==> src/rtl/mv_stream_loader_pkg.sv <==
// Shared operand/instruction types for the matrix-vector loader and mtx_unit.
// Ternary codes: ZERO=00, PLUS=01, MINUS=11 (10 unused).
package mtx_types;

  localparam int MV_WORD_W = 32;
  localparam int V = 4;
  localparam int R = 3;
  localparam int C = 8;

  typedef logic [1:0] trit_t;
  localparam trit_t ZERO  = 2'b00;
  localparam trit_t PLUS  = 2'b01;
  localparam trit_t MINUS = 2'b11;

  typedef enum logic [1:0] {
    DST_V0 = 2'd0,
    DST_V1 = 2'd1,
    DST_M0 = 2'd2
  } dst_t;

  typedef enum logic [1:0] {
    IDLE  = 2'd0,
    FILL  = 2'd1,
    ISSUE = 2'd2,
    DRAIN = 2'd3
  } state_t;

  typedef enum logic [2:0] {
    NOP   = 3'd0,
    LD_V0 = 3'd1,
    LD_V1 = 3'd2,
    LD_M0 = 3'd3
  } op_t;

  typedef struct packed {
    op_t op1;
    op_t op2;
    op_t op3;
    op_t op4;
  } vliw_inst_t;

  localparam vliw_inst_t VLIW_NOP = '{NOP, NOP, NOP, NOP};

  typedef struct packed {
    logic [V-1:0][MV_WORD_W-1:0] vec;
  } vec_t;

  // Element n = r*C + c sits at bits [2n+1:2n] of the flattened matrix.
  typedef trit_t [R-1:0][C-1:0] mtx_t;

  typedef struct packed {
    vec_t vec;
    mtx_t data3;
  } mv_t;

  function automatic int ceil_div(input int a, input int b);
    return (a + b - 1) / b;
  endfunction

endpackage

==> src/rtl/mv_stream_loader_if.sv <==
// Command, payload stream, operand and issue signals of the loader.
// slave = loader side, master = command/stream source and issue sink.
interface mv_stream_loader_if
  import mtx_types::*;
#(
  parameter int WORD_W = 32
) ();

  logic              cmd_valid;
  logic              cmd_ready;
  logic [1:0]        cmd_dst;
  logic              s_valid;
  logic              s_ready;
  logic [WORD_W-1:0] s_data;
  logic              s_last;
  mv_t               mv_out;
  vliw_inst_t        vliw_inst;
  logic              issue_valid;
  logic              issue_ready;
  logic              busy;
  logic              err;

  modport slave (
    input  cmd_valid, cmd_dst, s_valid, s_data, s_last, issue_ready,
    output cmd_ready, s_ready, mv_out, vliw_inst, issue_valid, busy, err
  );

  modport master (
    output cmd_valid, cmd_dst, s_valid, s_data, s_last, issue_ready,
    input  cmd_ready, s_ready, mv_out, vliw_inst, issue_valid, busy, err
  );

endinterface

==> src/rtl/mv_stream_loader_unpack.sv <==
// Combinational mapper: overlays the ternary elements carried by stream word
// word_idx onto the current matrix; elements past R*C are dropped.
module mv_ternary_unpack
  import mtx_types::*;
#(
  parameter int WORD_W       = 32,
  parameter int MTX_PER_WORD = WORD_W / 2,
  parameter int IDX_W        = 3
) (
  input  logic [WORD_W-1:0] word,
  input  logic [IDX_W-1:0]  word_idx,
  input  mtx_t              mtx_in,
  output mtx_t              mtx_out
);

  always_comb begin
    mtx_out = mtx_in;
    for (int n = 0; n < R * C; n++) begin
      if (IDX_W'(n / MTX_PER_WORD) == word_idx) begin
        mtx_out[n / C][n % C] = word[2 * (n % MTX_PER_WORD) +: 2];
      end
    end
  end

endmodule

==> src/rtl/mv_stream_loader.sv <==
// Streams vector/matrix operands into mv_out and issues one load instruction.
// Optional macro MV_STREAM_LOADER_LAST_CHECK_EN enables s_last framing checks.
//
//   state | meaning
//   IDLE  | waiting for a load command
//   FILL  | accepting payload words into mv_out
//   ISSUE | load instruction presented until issue_ready
//   DRAIN | discarding words of a mis-framed load until s_last
module mv_stream_loader
  import mtx_types::*;
#(
  parameter int WORD_W       = 32,
  parameter int MTX_PER_WORD = WORD_W / 2
) (
  input logic               clk,
  input logic               rst_n,
  mv_stream_loader_if.slave bus
);

  localparam int M_LEN   = ceil_div(R * C, MTX_PER_WORD);
  localparam int MAX_LEN = (V > M_LEN) ? V : M_LEN;
  localparam int CNT_W   = $clog2(MAX_LEN + 1);
  localparam int VI_W    = (V > 1) ? $clog2(V) : 1;
  localparam logic [CNT_W-1:0] V_LAST = CNT_W'(V - 1);
  localparam logic [CNT_W-1:0] M_LAST = CNT_W'(M_LEN - 1);

  state_t           state_q, state_d;
  dst_t             dst_q;
  logic [CNT_W-1:0] cnt_q;
  mv_t              mv_q;
  mtx_t             mtx_next;
  logic             err_q;
  logic             run_q;

  logic       cmd_ready, s_ready, issue_valid;
  vliw_inst_t vliw;
  logic       cmd_hs, cmd_ok, s_acc, at_last;

  assign cmd_hs  = bus.cmd_valid && cmd_ready;
  assign cmd_ok  = (bus.cmd_dst != 2'd3);
  assign s_acc   = bus.s_valid && s_ready;
  assign at_last = (cnt_q == ((dst_q == DST_M0) ? M_LAST : V_LAST));

  mv_ternary_unpack #(
    .WORD_W       (WORD_W),
    .MTX_PER_WORD (MTX_PER_WORD),
    .IDX_W        (CNT_W)
  ) u_unpack (
    .word     (bus.s_data),
    .word_idx (cnt_q),
    .mtx_in   (mv_q.data3),
    .mtx_out  (mtx_next)
  );

  always_ff @(posedge clk or negedge rst_n) begin
    if (!rst_n) state_q <= IDLE;
    else        state_q <= state_d;
  end

  always_comb begin
    state_d = state_q;
    case (state_q)
      IDLE: if (cmd_hs && cmd_ok) state_d = FILL;
      FILL: begin
        if (s_acc) begin
`ifdef MV_STREAM_LOADER_LAST_CHECK_EN
          if (at_last)           state_d = bus.s_last ? ISSUE : DRAIN;
          else if (bus.s_last)   state_d = IDLE;
`else
          if (at_last)           state_d = ISSUE;
`endif
        end
      end
      ISSUE: if (bus.issue_ready) state_d = IDLE;
      DRAIN: if (s_acc && bus.s_last) state_d = IDLE;
      default: state_d = IDLE;
    endcase
  end

  // cmd_ready waits for run_q so it stays low while rst_n is asserted.
  always_comb begin
    cmd_ready   = run_q && (state_q == IDLE);
    s_ready     = (state_q == FILL) || (state_q == DRAIN);
    issue_valid = (state_q == ISSUE);
    vliw        = VLIW_NOP;
    if (state_q == ISSUE) begin
      case (dst_q)
        DST_V0:  vliw.op1 = LD_V0;
        DST_V1:  vliw.op1 = LD_V1;
        default: vliw.op1 = LD_M0;
      endcase
    end
  end

  always_ff @(posedge clk or negedge rst_n) begin
    if (!rst_n) begin
      dst_q <= DST_V0;
      cnt_q <= '0;
      mv_q  <= '0;
      err_q <= 1'b0;
      run_q <= 1'b0;
    end else begin
      run_q <= 1'b1;
      if (cmd_hs) begin
        if (cmd_ok) begin
          err_q <= 1'b0;
          dst_q <= dst_t'(bus.cmd_dst);
          cnt_q <= '0;
        end else begin
          err_q <= 1'b1;
        end
      end
      if (s_acc) cnt_q <= cnt_q + CNT_W'(1);
      if (s_acc && (state_q == FILL)) begin
        if (dst_q == DST_M0) mv_q.data3 <= mtx_next;
        else mv_q.vec.vec[cnt_q[VI_W-1:0]] <= MV_WORD_W'(bus.s_data);
`ifdef MV_STREAM_LOADER_LAST_CHECK_EN
        if (at_last != bus.s_last) err_q <= 1'b1;
`endif
      end
    end
  end

  assign bus.cmd_ready   = cmd_ready;
  assign bus.s_ready     = s_ready;
  assign bus.issue_valid = issue_valid;
  assign bus.vliw_inst   = vliw;
  assign bus.mv_out      = mv_q;
  assign bus.busy        = (state_q != IDLE);
  assign bus.err         = err_q;

endmodule

==> src/flat_wrapper.sv <==
// flat-port wrapper written by rule: the top's interface ports become plain ports
module mv_stream_loader_flat import mtx_types::*;
#(
  parameter int WORD_W       = 32,
  parameter int MTX_PER_WORD = WORD_W / 2
)
  (clk, rst_n, bus_cmd_valid, bus_cmd_dst, bus_s_valid, bus_s_data, bus_s_last, bus_issue_ready, bus_cmd_ready, bus_s_ready, bus_mv_out, bus_vliw_inst, bus_issue_valid, bus_busy, bus_err);
  mv_stream_loader_if #(.WORD_W(WORD_W)) bus_i ();
  input logic clk;
  input logic rst_n;
  input wire logic [$bits(bus_i.cmd_valid)-1:0] bus_cmd_valid;
  input wire logic [$bits(bus_i.cmd_dst)-1:0] bus_cmd_dst;
  input wire logic [$bits(bus_i.s_valid)-1:0] bus_s_valid;
  input wire logic [$bits(bus_i.s_data)-1:0] bus_s_data;
  input wire logic [$bits(bus_i.s_last)-1:0] bus_s_last;
  input wire logic [$bits(bus_i.issue_ready)-1:0] bus_issue_ready;
  output wire logic [$bits(bus_i.cmd_ready)-1:0] bus_cmd_ready;
  output wire logic [$bits(bus_i.s_ready)-1:0] bus_s_ready;
  output wire logic [$bits(bus_i.mv_out)-1:0] bus_mv_out;
  output wire logic [$bits(bus_i.vliw_inst)-1:0] bus_vliw_inst;
  output wire logic [$bits(bus_i.issue_valid)-1:0] bus_issue_valid;
  output wire logic [$bits(bus_i.busy)-1:0] bus_busy;
  output wire logic [$bits(bus_i.err)-1:0] bus_err;
  assign bus_i.cmd_valid = bus_cmd_valid;
  assign bus_i.cmd_dst = bus_cmd_dst;
  assign bus_i.s_valid = bus_s_valid;
  assign bus_i.s_data = bus_s_data;
  assign bus_i.s_last = bus_s_last;
  assign bus_i.issue_ready = bus_issue_ready;
  assign bus_cmd_ready = bus_i.cmd_ready;
  assign bus_s_ready = bus_i.s_ready;
  assign bus_mv_out = bus_i.mv_out;
  assign bus_vliw_inst = bus_i.vliw_inst;
  assign bus_issue_valid = bus_i.issue_valid;
  assign bus_busy = bus_i.busy;
  assign bus_err = bus_i.err;
  mv_stream_loader #(.WORD_W(WORD_W), .MTX_PER_WORD(MTX_PER_WORD)) u_core (.clk(clk), .rst_n(rst_n), .bus(bus_i));
endmodule
==> config.mk <==
export PLATFORM = sky130hd
export DESIGN_NAME = mv_stream_loader_flat
export DESIGN_NICKNAME = d
export VERILOG_FILES = /design/src/rtl/mv_stream_loader_pkg.sv /design/src/rtl/mv_stream_loader_if.sv /design/src/rtl/mv_stream_loader_unpack.sv /design/src/rtl/mv_stream_loader.sv /design/src/flat_wrapper.sv
export SDC_FILE = /design/constraint.sdc
export NUM_CORES = 1
export LEC_CHECK = 0
export BUFFER_PORTS_ARGS = -buffer_cell sky130_fd_sc_hd__buf_4
export CAP_MARGIN = 25
export CORE_ASPECT_RATIO = 1.2
export CORE_UTILIZATION = 30
export CTS_CLUSTER_DIAMETER = 60
export DETAILED_ROUTE_END_ITERATION = 8
export PLACE_DENSITY_LB_ADDON = 0.08
export SETUP_SLACK_MARGIN = 0.02
export SLEW_MARGIN = 10
export SYNTH_ARGS = -nofsm -noshare
export SYNTH_HDL_FRONTEND = slang
export SYNTH_SLANG_ARGS = --single-unit
export TNS_END_PERCENT = 20
==> constraint.sdc <==
create_clock -name clk -period 1.98 [get_ports clk]
set_input_delay 0.396 -clock clk [delete_from_list [all_inputs] [get_ports clk]]
set_output_delay 0.396 -clock clk [all_outputs]
set_load 0.02 [all_outputs]
## Yosys cells after proc, flatten, opt, wreduce, memory -nomap -nowiden

Cells that the tools add are included.

| operators by class | value |
|---|---|
| add/subtract/negate cells | 1 |
| order comparisons | 2 |
| eq/ne operators | 13 |
| multiplexer cells | 16 |
| bitwise logic cells | 1 |
| reductions and logical operators | 20 |

Operator list:

| kind | number |
|---|---|
| 128-bit bitwise mux | 1 |
| 32-bit demux with 2-bit select | 1 |
| 32-bit two-way mux | 1 |
| 2-bit two-way mux | 6 |
| 3-bit two-way mux | 4 |
| 2-bit by 1-bit inequality test with 1-bit output, second input constant | 4 |
| 2-bit case mux with 4 select lines | 1 |
| 1-bit logical AND | 7 |
| 2-bit equality test, second input constant | 3 |
| 2-bit AND reduction | 3 |
| 3-bit AND reduction | 2 |
| 2-bit nonzero test | 3 |
| 5-bit AND reduction | 1 |
| 2-bit by 1-bit equality test with 1-bit output, second input constant | 2 |
| 2-bit logical NOT | 2 |
| 2-bit inequality test, second input constant | 2 |
| 2-bit case mux with 2 select lines | 1 |
| 3-bit by 1-bit adder with 3-bit output, second input constant | 1 |
| 1-bit by 3-bit equality test with 1-bit output, first input constant | 1 |
| 3-bit equality test | 1 |
| 3-bit logical NOT | 1 |
| 2-bit by 3-bit less-than comparator with 1-bit output, second input constant | 1 |
| 2-bit by 1-bit greater-or-equal comparator with 1-bit output, second input constant | 1 |
| 1-bit logical OR | 1 |
| 2 further kinds | 2 |

| storage, ports and cells | value |
|---|---|
| register bits | 185 |
| logic and storage cells | 86 |

## Depth between registers and ports, before layout

Gate-level depths: netlist of run 1.

| logic depth | value |
|---|---|
| word-level depth | 6 |
| depth in mapped cells | 6 |
| gate-level depth less buffers | 4 |

## Modules after synthesis

Synthesis of run 1 repeated with hierarchy kept, for this count alone.

| second synthesis, totals | value |
|---|---|
| cells, all modules | 497 |
| area, all modules | 7818.7 um^2 |

By module, submodules not included:

| module | instances | cells an instance | area an instance (um^2) |
|---|---|---|---|
| mv_stream_loader | 1 | 443 | 7194.4 |
| mv_ternary_unpack | 1 | 54 | 624.3 |

## Worst setup path after synthesis of run 1

Ideal clock, no wire load.

| timing path | value |
|---|---|
| kind | flip-flop to flip-flop |
| start point | register u_core.dst_q[0] |
| end point | register u_core.mv_q (netlist bit u_core.bus.mv_out[17]) |
| data arrival time | 1.473 ns |
| data required time | 1.855 ns |
| setup slack | 0.382 ns |
| cell stages (with the launch flop) | 6 |
| buffers on the path | 2 |
| period minus slack after synthesis | 1.598 ns |
| path through | dfrtp_1 > nor2b_2 > and4_1 > buf_2 > buf_6 > mux2_2 |

| on the way | value |
|---|---|
| longest elaborated chain between the ends | 2 |

Ends and longest elaborated chain:

| element | line | source |
|---|---|---|
| from (decl) | mv_stream_loader.sv:28 | `dst_t dst_q;` |
| from (signal assigned) | mv_stream_loader.sv:107 | `dst_q <= dst_t'(bus.cmd_dst);` |
| 2-bit equality test | mv_stream_loader.sv:115 | `if (dst_q == DST_M0) mv_q.data3 <= mtx_next;` |
| 3-bit AND reduction (no line) | -- |  |
| to (decl) | mv_stream_loader.sv:30 | `mv_t mv_q;` |

No other way between the ends.
A chain may end at the register's enable or synchronous reset.

## Final worst setup path of run 1

| timing path | value |
|---|---|
| start point | register u_core.state_q[0] |
| end point | output bus_vliw_inst[9] |

| on the way | value |
|---|---|
| longest elaborated chain between the ends | 2 |

Ends and longest elaborated chain:

| element | line | source |
|---|---|---|
| from (decl) | mv_stream_loader.sv:27 | `state_t state_q, state_d;` |
| from (signal assigned) | mv_stream_loader.sv:57 | `else state_q <= state_d;` |
| 2-bit equality test | mv_stream_loader.sv:86 | `if (state_q == ISSUE) begin` |
| 3-bit two-way mux | mv_stream_loader.sv:86 |  |
| to (decl) | flat_wrapper.sv:20 | `output wire logic [$bits(bus_i.vliw_inst)-1:0] bus_vliw_inst;` |

No other way between the ends.

==> impl_results.html, run 1 <==
<table>
<tr><th>Metric</th><th>Value</th></tr>
<tr><th colspan="2">Yosys</th></tr>
<tr><td>Number of library cell types mapped by synthesis</td><td>34</td></tr>
<tr><td>Largest family of logic cells by synthesized area</td><td>multiplexers</td></tr>
<tr><td>XOR/XNOR share of the synthesized area</td><td>0.2413%</td></tr>
<tr><td>Primary FF master, synth</td><td>sky130_fd_sc_hd__dfrtp_1</td></tr>
<tr><td>Simple-gate portion of the synthesized area</td><td>2.723%</td></tr>
<tr><td>Number of synthesized flops with an enable pin</td><td>0</td></tr>
<tr><td>Number of warnings issued by yosys</td><td>0</td></tr>
<tr><td>Post-synthesis sequential area ratio</td><td>63.77%</td></tr>
<tr><td>Synth Cell Area</td><td>7259 um^2</td></tr>
<tr><td>Syn_area_per_cell</td><td>16.31 um^2</td></tr>
<tr><td>Ys async rst share</td><td>100.0%</td></tr>
<tr><td>Post-synthesis sequential element count</td><td>185</td></tr>
<tr><td>Multiplexer area fraction after synthesis</td><td>27.71%</td></tr>
<tr><td>Arithmetic-cell share of the synthesized area counting full adders, half adders and majority gates</td><td>0.6894%</td></tr>
<tr><td>Synthesized-area fraction occupied by ao, oa, aoi and oai cells</td><td>0.8962%</td></tr>
<tr><td>Syn Inst Count</td><td>445</td></tr>
<tr><th colspan="2">Detailed routing</th></tr>
<tr><td>Overall via count from detail_route</td><td>4462</td></tr>
<tr><td>Post-Route WL</td><td>18.03 mm</td></tr>
<tr><td>Wire length on met1</td><td>7.166 mm</td></tr>
<tr><td>Final routed wire length divided by cell count</td><td>17.70 um</td></tr>
<tr><td>Number of routed nets with antenna violations</td><td>0</td></tr>
<tr><td>DR iter-0 viols</td><td>103</td></tr>
<tr><td>Detailed-routed wire length on met3</td><td>1.158 mm</td></tr>
<tr><td>DRT Pass-1 Iters</td><td>4</td></tr>
<tr><td>Met2 routed wirelength</td><td>9.506 mm</td></tr>
<tr><td>Remaining routing DRC violations</td><td>0</td></tr>
<tr><td>Uppermost layer routed</td><td>met4</td></tr>
<tr><td>DR vias/cell</td><td>4.379</td></tr>
<tr><th colspan="2">GRT</th></tr>
<tr><td>First-pass GRT wire length</td><td>27.34 mm</td></tr>
<tr><td>Total congestion overflow</td><td>0</td></tr>
<tr><td>Maximum number of pins on one net before global-route repair</td><td>46</td></tr>
<tr><td>Number of antenna violations at the first check in global routing</td><td>0</td></tr>
<tr><td>Combined global-route utilization of all metal layers</td><td>14.97%</td></tr>
<tr><td>Vias in the first global route</td><td>4713</td></tr>
<tr><th colspan="2">Setup path</th></tr>
<tr><td>Count of cells along the worst register-to-register path</td><td>4</td></tr>
<tr><td>Reg2Reg Capture Point</td><td>u_core.bus.mv_out[15]</td></tr>
<tr><td>CP endpoint</td><td>bus_vliw_inst[9]</td></tr>
<tr><td>Reg-to-reg startpoint</td><td>u_core.dst_q[0]</td></tr>
<tr><td>Setup slack of the most critical reg-to-reg path</td><td>0.24 ns</td></tr>
<tr><td>Cell count along the critical path</td><td>3</td></tr>
<tr><td>CP Launch Type</td><td>flip-flop</td></tr>
<tr><td>Critical path capture point type</td><td>output port</td></tr>
<tr><td>Endpoint arrival time on the critical path</td><td>1.44 ns</td></tr>
<tr><td>Cells along the critical path</td><td>nand2b_1 &gt; a21oi_1 &gt; buf_4</td></tr>
<tr><td>WP data required</td><td>1.58 ns</td></tr>
<tr><td>Kind of critical path</td><td>flip-flop to output port</td></tr>
<tr><td>Crit path largest cell delay</td><td>0.47 ns</td></tr>
<tr><td>Delay-heaviest family, CP</td><td>flip-flops</td></tr>
<tr><td>Crit path max-delay cell type</td><td>sky130_fd_sc_hd__dfrtp_1</td></tr>
<tr><td>Number of buffer and inverter stages on the critical path</td><td>1</td></tr>
<tr><td>Critical Path Source</td><td>u_core.state_q[0]</td></tr>
<tr><td>Worst-path maximum fanout</td><td>8</td></tr>
<tr><th colspan="2">Finish</th></tr>
<tr><td># fillers</td><td>2249</td></tr>
<tr><td>Antenna diode instance count</td><td>0</td></tr>
<tr><td>Area taken by multi-input logic gates</td><td>2390 um^2</td></tr>
<tr><td>Seq. cell area</td><td>4629 um^2</td></tr>
<tr><td>Finished Cell Area</td><td>9980 um^2</td></tr>
<tr><td>Proportion of layout cells with a drive suffix above 1</td><td>65.52%</td></tr>
<tr><td>Relative area change from synthesis to final layout</td><td>37.47%</td></tr>
<tr><td>Final nets</td><td>730</td></tr>
<tr><th colspan="2">STA</th></tr>
<tr><td>Setup Total Neg Slack</td><td>0 ns</td></tr>
<tr><td>Shortest period the worst path allows</td><td>1.834 ns</td></tr>
<tr><td>Number of hold violations in the final report</td><td>0</td></tr>
<tr><td>Count of final setup violators</td><td>0</td></tr>
<tr><td>Final clock skew</td><td>0.01689 ns</td></tr>
<tr><td>Setup ws final</td><td>0.1463 ns</td></tr>
<tr><td>Achievable Freq</td><td>0.5454 GHz</td></tr>
<tr><td>RSZ-0062 raised after global routing</td><td>no</td></tr>
<tr><td>Worst hold margin</td><td>0.2317 ns</td></tr>
<tr><td>Final period utilization</td><td>92.61%</td></tr>
<tr><td>Max-slew violation total from the final report</td><td>0</td></tr>
<tr><th colspan="2">CTS</th></tr>
<tr><td>TritonCTS clock tree</td><td>built</td></tr>
<tr><td>Clock tree root buffer cell</td><td>sky130_fd_sc_hd__clkbuf_16</td></tr>
<tr><td>Clock Sinks</td><td>185</td></tr>
<tr><td>Worst skew pair latency</td><td>0.43 ns</td></tr>
<tr><td>Post-cts gate resize count</td><td>0</td></tr>
<tr><td>Number of buffers added for setup after CTS</td><td>0</td></tr>
<tr><td>Maximum root-to-sink buffer count</td><td>2</td></tr>
<tr><td>TritonCTS buffer count</td><td>17</td></tr>
<tr><td>Clk slew on worst S/H paths</td><td>0.08 ns</td></tr>
<tr><td>Number of hold buffers added after cts</td><td>1</td></tr>
<tr><td>H-tree level count</td><td>4</td></tr>
<tr><th colspan="2">Power</th></tr>
<tr><td>Worst vdd ir</td><td>0.0007369 V</td></tr>
<tr><td>Leakage power summed over all cells</td><td>0.004887 uW</td></tr>
<tr><td>Power density over cell area</td><td>1810 nW/um^2</td></tr>
<tr><th colspan="2">Placement</th></tr>
<tr><td>Post-placement setup slack</td><td>0.2394 ns</td></tr>
<tr><td>IO buf count</td><td>222</td></tr>
<tr><td>Routability Congestion</td><td>0.7935</td></tr>
<tr><td>Half-perimeter wire length of the detailed placement result</td><td>12.97 mm</td></tr>
<tr><td>Placement-stage cell area</td><td>9363 um^2</td></tr>
<tr><th colspan="2">Die</th></tr>
<tr><td>Die Outline Area</td><td>24830 um^2</td></tr>
<tr><td>Number of top-level pins</td><td>233</td></tr>
<tr><td>Std cell rows</td><td>62</td></tr>
<tr><td>Standard cell core area</td><td>23820 um^2</td></tr>
<tr><td>Die Ht</td><td>172.4 um</td></tr>
<tr><td>Starting density of the core</td><td>30.48%</td></tr>
<tr><td>Width of the chip</td><td>144.0 um</td></tr>
<tr><th colspan="2">Job</th></tr>
<tr><td>Max-capacitance violation count</td><td>0</td></tr>
<tr><th colspan="2">Worst hold path</th></tr>
<tr><td>Origin of the worst min-delay path</td><td>bus_s_data[6]</td></tr>
<tr><td>Hold Crit Class</td><td>input pin to flip-flop</td></tr>
<tr><th colspan="2">Outcome</th></tr>
<tr><td>Status</td><td>complete, no violations</td></tr>
</table>
==> logic make-up after synthesis <==
kind of cell	count (synthesis)
flops	185
mux	176
simple gates	29
fa+ha+maj	4
buf+inv	36
other cells	2
compound gates	11
xor+xnor	2
==> final cells by class <==
| type | count | area share (%) |
|---|---|---|
| Clock buffer | 18 | 4.300 |
| Clock inverter | 14 | 1.780 |
| Inverter | 6 | 0.2257 |
| Multi-Input combinational cell | 233 | 23.95 |
| Sequential cell | 185 | 46.39 |
| Tap cell | 320 | 4.012 |
| Timing Repair Buffer | 243 | 19.35 |
==> through the flow <==
| step | util (%) | total power [uW] | instances |
|---|---|---|---|
| after floorplan | - | 10970 | 454 |
| after CTS | 41.90 | 18370 | 1019 |
| after global placement | 39.31 | 14600 | 986 |
| after global routing | 41.90 | 19090 | 1019 |
| after detailed placement | 39.31 | 14760 | 986 |
| final | 41.90 | 18060 | 1019 |
==> routing by layer <==
metal	GRT usage, %	vias up
met5	0	-
met1	17.24	2299
li1	-	2028
met2	26.25	123
met4	5.134	0
met3	4.403	12
==> state kept, by name, summed over array words and instances (netlist names) <==
| register | count |
|---|---|
| u_core.dst_q | 2 |
| u_core.bus.err | 1 |
| u_core.cnt_q | 3 |
| u_core.run_q | 1 |
| u_core.state_q | 2 |
| u_core.bus.mv_out | 176 |
==> how the worst min path moves through the flow <==
stage                                   endpoint  slack (ns)  cells after the start
after global placement    u_core.bus.mv_out[171]        0.37                      1
after CTS                  u_core.bus.mv_out[86]        0.21                      2
after global routing       u_core.bus.mv_out[71]        0.22                      2
final                      u_core.bus.mv_out[86]        0.23                      2
after floorplan                   u_core.bus.err        0.10                      0
after detailed placement  u_core.bus.mv_out[138]        0.37                      1
==> where the power goes <==
part / leakage, uW / switching (uW) / internal, uW
Sequential: 0.00229 / 999 / 5530
Combinational: 0.00230 / 4080 / 3930
Clock: 0.000296 / 1600 / 1930
Total: 0.00489 / 6680 / 11400
==> cell usage after synthesis, types with 4 or more instances <==
library cell / n / area share [%]
sky130_fd_sc_hd__buf_6: 12 / 1.9
sky130_fd_sc_hd__nand3_1: 4 / 0.28
sky130_fd_sc_hd__nand2_1: 5 / 0.26
sky130_fd_sc_hd__nor2_1: 5 / 0.26
sky130_fd_sc_hd__mux2_2: 167 / 26
sky130_fd_sc_hd__inv_1: 6 / 0.31
sky130_fd_sc_hd__dfrtp_1: 185 / 64
sky130_fd_sc_hd__ha_1: 4 / 0.69
sky130_fd_sc_hd__mux2_4: 8 / 1.7
sky130_fd_sc_hd__buf_4: 14 / 1.4
sky130_fd_sc_hd__o21ai_0: 5 / 0.34
==> cells in the final DEF, fill, tap and decap left out, drive strengths merged, types with 3 or more instances in the layout <==
cell type / Yosys / layout
buf: 27 / 242
dfrtp: 185 / 185
mux2: 176 / 176
clkbuf: 3 / 18
inv: 6 / 14
conb: 2 / 11
nand2: 8 / 8
nor2: 6 / 6
o21ai: 5 / 5
nand3: 4 / 4
ha: 4 / 4
a21oi: 3 / 3
clkinv: 0 / 3
Power figures use the tool's default switching activity.
==> inputs of run 2 (changes only) <==
--- a/config.mk
+++ b/config.mk
@@ -11,7 +11,6 @@
 export CORE_UTILIZATION = 30
 export CTS_CLUSTER_DIAMETER = 60
 export DETAILED_ROUTE_END_ITERATION = 8
-export PLACE_DENSITY_LB_ADDON = 0.08
 export SETUP_SLACK_MARGIN = 0.02
 export SLEW_MARGIN = 10
 export SYNTH_ARGS = -nofsm -noshare
==> run 2 against run 1 <==
  * Die area is the same
  * Combinational power hardly changed
  * Sequential share of layout area rose by 0.46 points
  * Fmax is 1.3% lower
  * Global-route usage down 0.70 points
  * Largest power group unchanged
  * Via count up 0.54%
  * Core utilization is 0.42 points lower
  * Clock skew hardly changed
==> impl_results.html, run 2 (synthesis results as in run 1) <==
<table>
<tr><th>Metric</th><th>Value</th></tr>
<tr><th colspan="2">Detailed routing</th></tr>
<tr><td>Remaining routing DRC violations</td><td>0 (unchanged)</td></tr>
<tr><td>Number of routed nets with antenna violations</td><td>0 (unchanged)</td></tr>
<tr><td>Overall via count from detail_route</td><td>4486 (was 4462)</td></tr>
<tr><td>DR vias/cell</td><td>4.415 (was 4.379)</td></tr>
<tr><td>DRT Pass-1 Iters</td><td>4 (unchanged)</td></tr>
<tr><td>Post-Route WL</td><td>17.50 mm (was 18.03 mm)</td></tr>
<tr><td>Final routed wire length divided by cell count</td><td>17.23 um (was 17.70 um)</td></tr>
<tr><td>DR iter-0 viols</td><td>109 (was 103)</td></tr>
<tr><th colspan="2">Placement</th></tr>
<tr><td>Placement-stage cell area</td><td>9290 um^2 (was 9363 um^2)</td></tr>
<tr><td>Half-perimeter wire length of the detailed placement result</td><td>12.78 mm (was 12.97 mm)</td></tr>
<tr><td>Routability Congestion</td><td>0.8253 (was 0.7935)</td></tr>
<tr><td>IO buf count</td><td>222 (unchanged)</td></tr>
<tr><th colspan="2">Setup path</th></tr>
<tr><td>Critical path capture point type</td><td>output port (unchanged)</td></tr>
<tr><td>Crit path largest cell delay</td><td>0.39 ns (was 0.47 ns)</td></tr>
<tr><td>WP data required</td><td>1.58 ns (about the same)</td></tr>
<tr><td>Kind of critical path</td><td>flip-flop to output port (unchanged)</td></tr>
<tr><td>Crit path max-delay cell type</td><td>sky130_fd_sc_hd__dfrtp_1 (unchanged)</td></tr>
<tr><td>Worst-path maximum fanout</td><td>11 (was 8)</td></tr>
<tr><td>CP Launch Type</td><td>flip-flop (unchanged)</td></tr>
<tr><td>Endpoint arrival time on the critical path</td><td>1.46 ns (was 1.44 ns)</td></tr>
<tr><td>Cells along the critical path</td><td>buf_4 &gt; nand2b_1 &gt; a21oi_2 &gt; buf_4 (was nand2b_1 &gt; a21oi_1 &gt; buf_4)</td></tr>
<tr><td>Library cell appearing most often on the critical path</td><td>sky130_fd_sc_hd__buf_4</td></tr>
<tr><th colspan="2">STA</th></tr>
<tr><td>Achievable Freq</td><td>0.5380 GHz (was 0.5454 GHz)</td></tr>
<tr><td>Final clock skew</td><td>0.01703 ns (was 0.01689 ns)</td></tr>
<tr><td>RSZ-0062 raised after global routing</td><td>no (unchanged)</td></tr>
<tr><td>Setup Total Neg Slack</td><td>0 ns (unchanged)</td></tr>
<tr><td>Shortest period the worst path allows</td><td>1.859 ns (was 1.834 ns)</td></tr>
<tr><td>Count of final setup violators</td><td>0 (unchanged)</td></tr>
<tr><td>Number of hold violations in the final report</td><td>0 (unchanged)</td></tr>
<tr><td>Final period utilization</td><td>93.88% (was 92.61%)</td></tr>
<tr><td>Max-slew violation total from the final report</td><td>0 (unchanged)</td></tr>
<tr><th colspan="2">CTS</th></tr>
<tr><td>H-tree level count</td><td>4 (unchanged)</td></tr>
<tr><td>Clk slew on worst S/H paths</td><td>0.08 ns (about the same)</td></tr>
<tr><td>Clock tree root buffer cell</td><td>sky130_fd_sc_hd__clkbuf_16 (unchanged)</td></tr>
<tr><td>TritonCTS clock tree</td><td>built (unchanged)</td></tr>
<tr><td>TritonCTS buffer count</td><td>17 (unchanged)</td></tr>
<tr><td>Clock Sinks</td><td>185 (unchanged)</td></tr>
<tr><td>Maximum root-to-sink buffer count</td><td>2 (unchanged)</td></tr>
<tr><td>Worst skew pair latency</td><td>0.42 ns (was 0.43 ns)</td></tr>
<tr><th colspan="2">Die</th></tr>
<tr><td>Standard cell core area</td><td>23820 um^2 (unchanged)</td></tr>
<tr><td>Number of top-level pins</td><td>233 (unchanged)</td></tr>
<tr><td>Width of the chip</td><td>144.0 um (unchanged)</td></tr>
<tr><td>Std cell rows</td><td>62 (unchanged)</td></tr>
<tr><td>Starting density of the core</td><td>30.48% (unchanged)</td></tr>
<tr><td>Die Ht</td><td>172.4 um (unchanged)</td></tr>
<tr><td>Die Outline Area</td><td>24830 um^2 (unchanged)</td></tr>
<tr><th colspan="2">Finish</th></tr>
<tr><td>Flip-flop count of the largest register after layout</td><td>176 (unchanged)</td></tr>
<tr><td>Final nets</td><td>728 (was 730)</td></tr>
<tr><td>Leading cell types in the layout, fill and taps excluded</td><td>sky130_fd_sc_hd__buf_4, sky130_fd_sc_hd__dfrtp_1, sky130_fd_sc_hd__mux2_2 (unchanged)</td></tr>
<tr><td>Relative area change from synthesis to final layout</td><td>36.11% (was 37.47%)</td></tr>
<tr><td>Most common cell after layout, fill and taps aside</td><td>sky130_fd_sc_hd__buf_4 (unchanged)</td></tr>
<tr><td>Post-layout utilization of the core</td><td>41.49% (was 41.90%)</td></tr>
<tr><td>Finished Cell Area</td><td>9881 um^2 (was 9980 um^2)</td></tr>
<tr><td>Antenna diode instance count</td><td>0 (unchanged)</td></tr>
<tr><td>Proportion of layout cells with a drive suffix above 1</td><td>65.66% (was 65.52%)</td></tr>
<tr><th colspan="2">Outcome</th></tr>
<tr><td>Status</td><td>complete, no violations (unchanged)</td></tr>
<tr><th colspan="2">GRT</th></tr>
<tr><td>Total congestion overflow</td><td>0 (unchanged)</td></tr>
<tr><td>M2 GR Usage</td><td>27.31% (was 26.25%)</td></tr>
<tr><td>First-pass GRT wire length</td><td>26.60 mm (was 27.34 mm)</td></tr>
<tr><td>Global-route layer with the greatest usage</td><td>met2 (unchanged)</td></tr>
<tr><td>Met1 Resource Use GR</td><td>15.43% (was 17.24%)</td></tr>
<tr><td>Maximum number of pins on one net before global-route repair</td><td>50 (was 46)</td></tr>
<tr><td>Number of antenna violations at the first check in global routing</td><td>0 (unchanged)</td></tr>
<tr><td>Vias in the first global route</td><td>4820 (was 4713)</td></tr>
<tr><td>Met3 demand-to-capacity share in global routing</td><td>3.462% (was 4.403%)</td></tr>
<tr><td>Combined global-route utilization of all metal layers</td><td>14.27% (was 14.97%)</td></tr>
<tr><th colspan="2">Power</th></tr>
<tr><td>Power density over cell area</td><td>1800 nW/um^2 (was 1810 nW/um^2)</td></tr>
<tr><td>Worst vdd ir</td><td>0.0008408 V (was 0.0007369 V)</td></tr>
<tr><td>Leakage power summed over all cells</td><td>0.004834 uW (was 0.004887 uW)</td></tr>
<tr><th colspan="2">Job</th></tr>
<tr><td>Max-capacitance violation count</td><td>0 (unchanged)</td></tr>
<tr><th colspan="2">Worst hold path</th></tr>
<tr><td>Hold Crit Class</td><td>input pin to flip-flop (unchanged)</td></tr>
</table>
-- run 2: layer usage --
layer | part of all wire [%] | up-vias
li1 | - | 2012
met1 | 37 | 2339
met2 | 57 | 127
met3 | 5.1 | 8
met4 | 0.91 | 0
met5 | 0 | -
-- run 2: timing repair --
| item | CTS | global route |
|---|---|---|
| gates resized for setup | 0 | 1 |
| hold buffers | 1 | 0 |
| buffers inserted | 1 | 0 |
| endpoints found under the setup margin | 1 | 1 |
| hold endpoints to repair | 43 | 0 |
-- run 2: path summary, 6_finish.rpt --
kind / from / to / slack, ns / cells past startpoint
max in group asynchronous: rst_n / u_core.bus.mv_out[33] / 0.85 / 3
max: u_core.state_q[0] / bus_vliw_inst[9] / 0.12 / 4
max reg2reg: u_core.dst_q[0] / u_core.bus.mv_out[5] / 0.23 / 4
min: bus_s_data[6] / u_core.bus.mv_out[86] / 0.23 / 2
min reg2reg: u_core.bus.mv_out[86] / u_core.bus.mv_out[86] / 0.50 / 1
min in group asynchronous: rst_n / u_core.bus.mv_out[170] / 0.48 / 2
-- run 2: area by class of cell --
| cell class | instances | area [um^2] |
|---|---|---|
| fill | 2238 | 13930 |
| sequential | 185 | 4629 |
| multi-input combinational | 233 | 2394 |
| timing repair buffer | 241 | 1866 |
| clock buffer | 18 | 439.2 |
| clock inverter | 13 | 130.1 |
| inverter | 6 | 22.52 |
| tap | 320 | 400.4 |
-- run 2: worst max-delay path, delay by kind of cell (launching register included) --
kind	cells	cell delay, ns
and+or+nand+nor	1	0.19
buffers and inverters	2	0.33
DFF	1	0.39
AOI/OAI and AO/OA	1	0.14
-- run 2: report_power, final --
group	internal [uW]	total, uW	switching [uW]
Clock	1700	3240	1550
Sequential	5530	6540	1010
Combinational	3920	8000	4080
Total	11100	17800	6640
-- run 2: stage by stage --
stage,hold WS [ns],setup slack [ns],std cells,total power (uW)
2_1_floorplan,0.1004,0.3823,454,10970
3_3_place_gp,0.3678,0.2785,983,14460
3_5_place_dp,0.3776,0.2390,983,14730
4_1_cts,0.2135,0.08511,1016,18050
5_1_grt,0.2202,0.009720,1016,18810
6_report,0.2329,0.1213,1016,17790
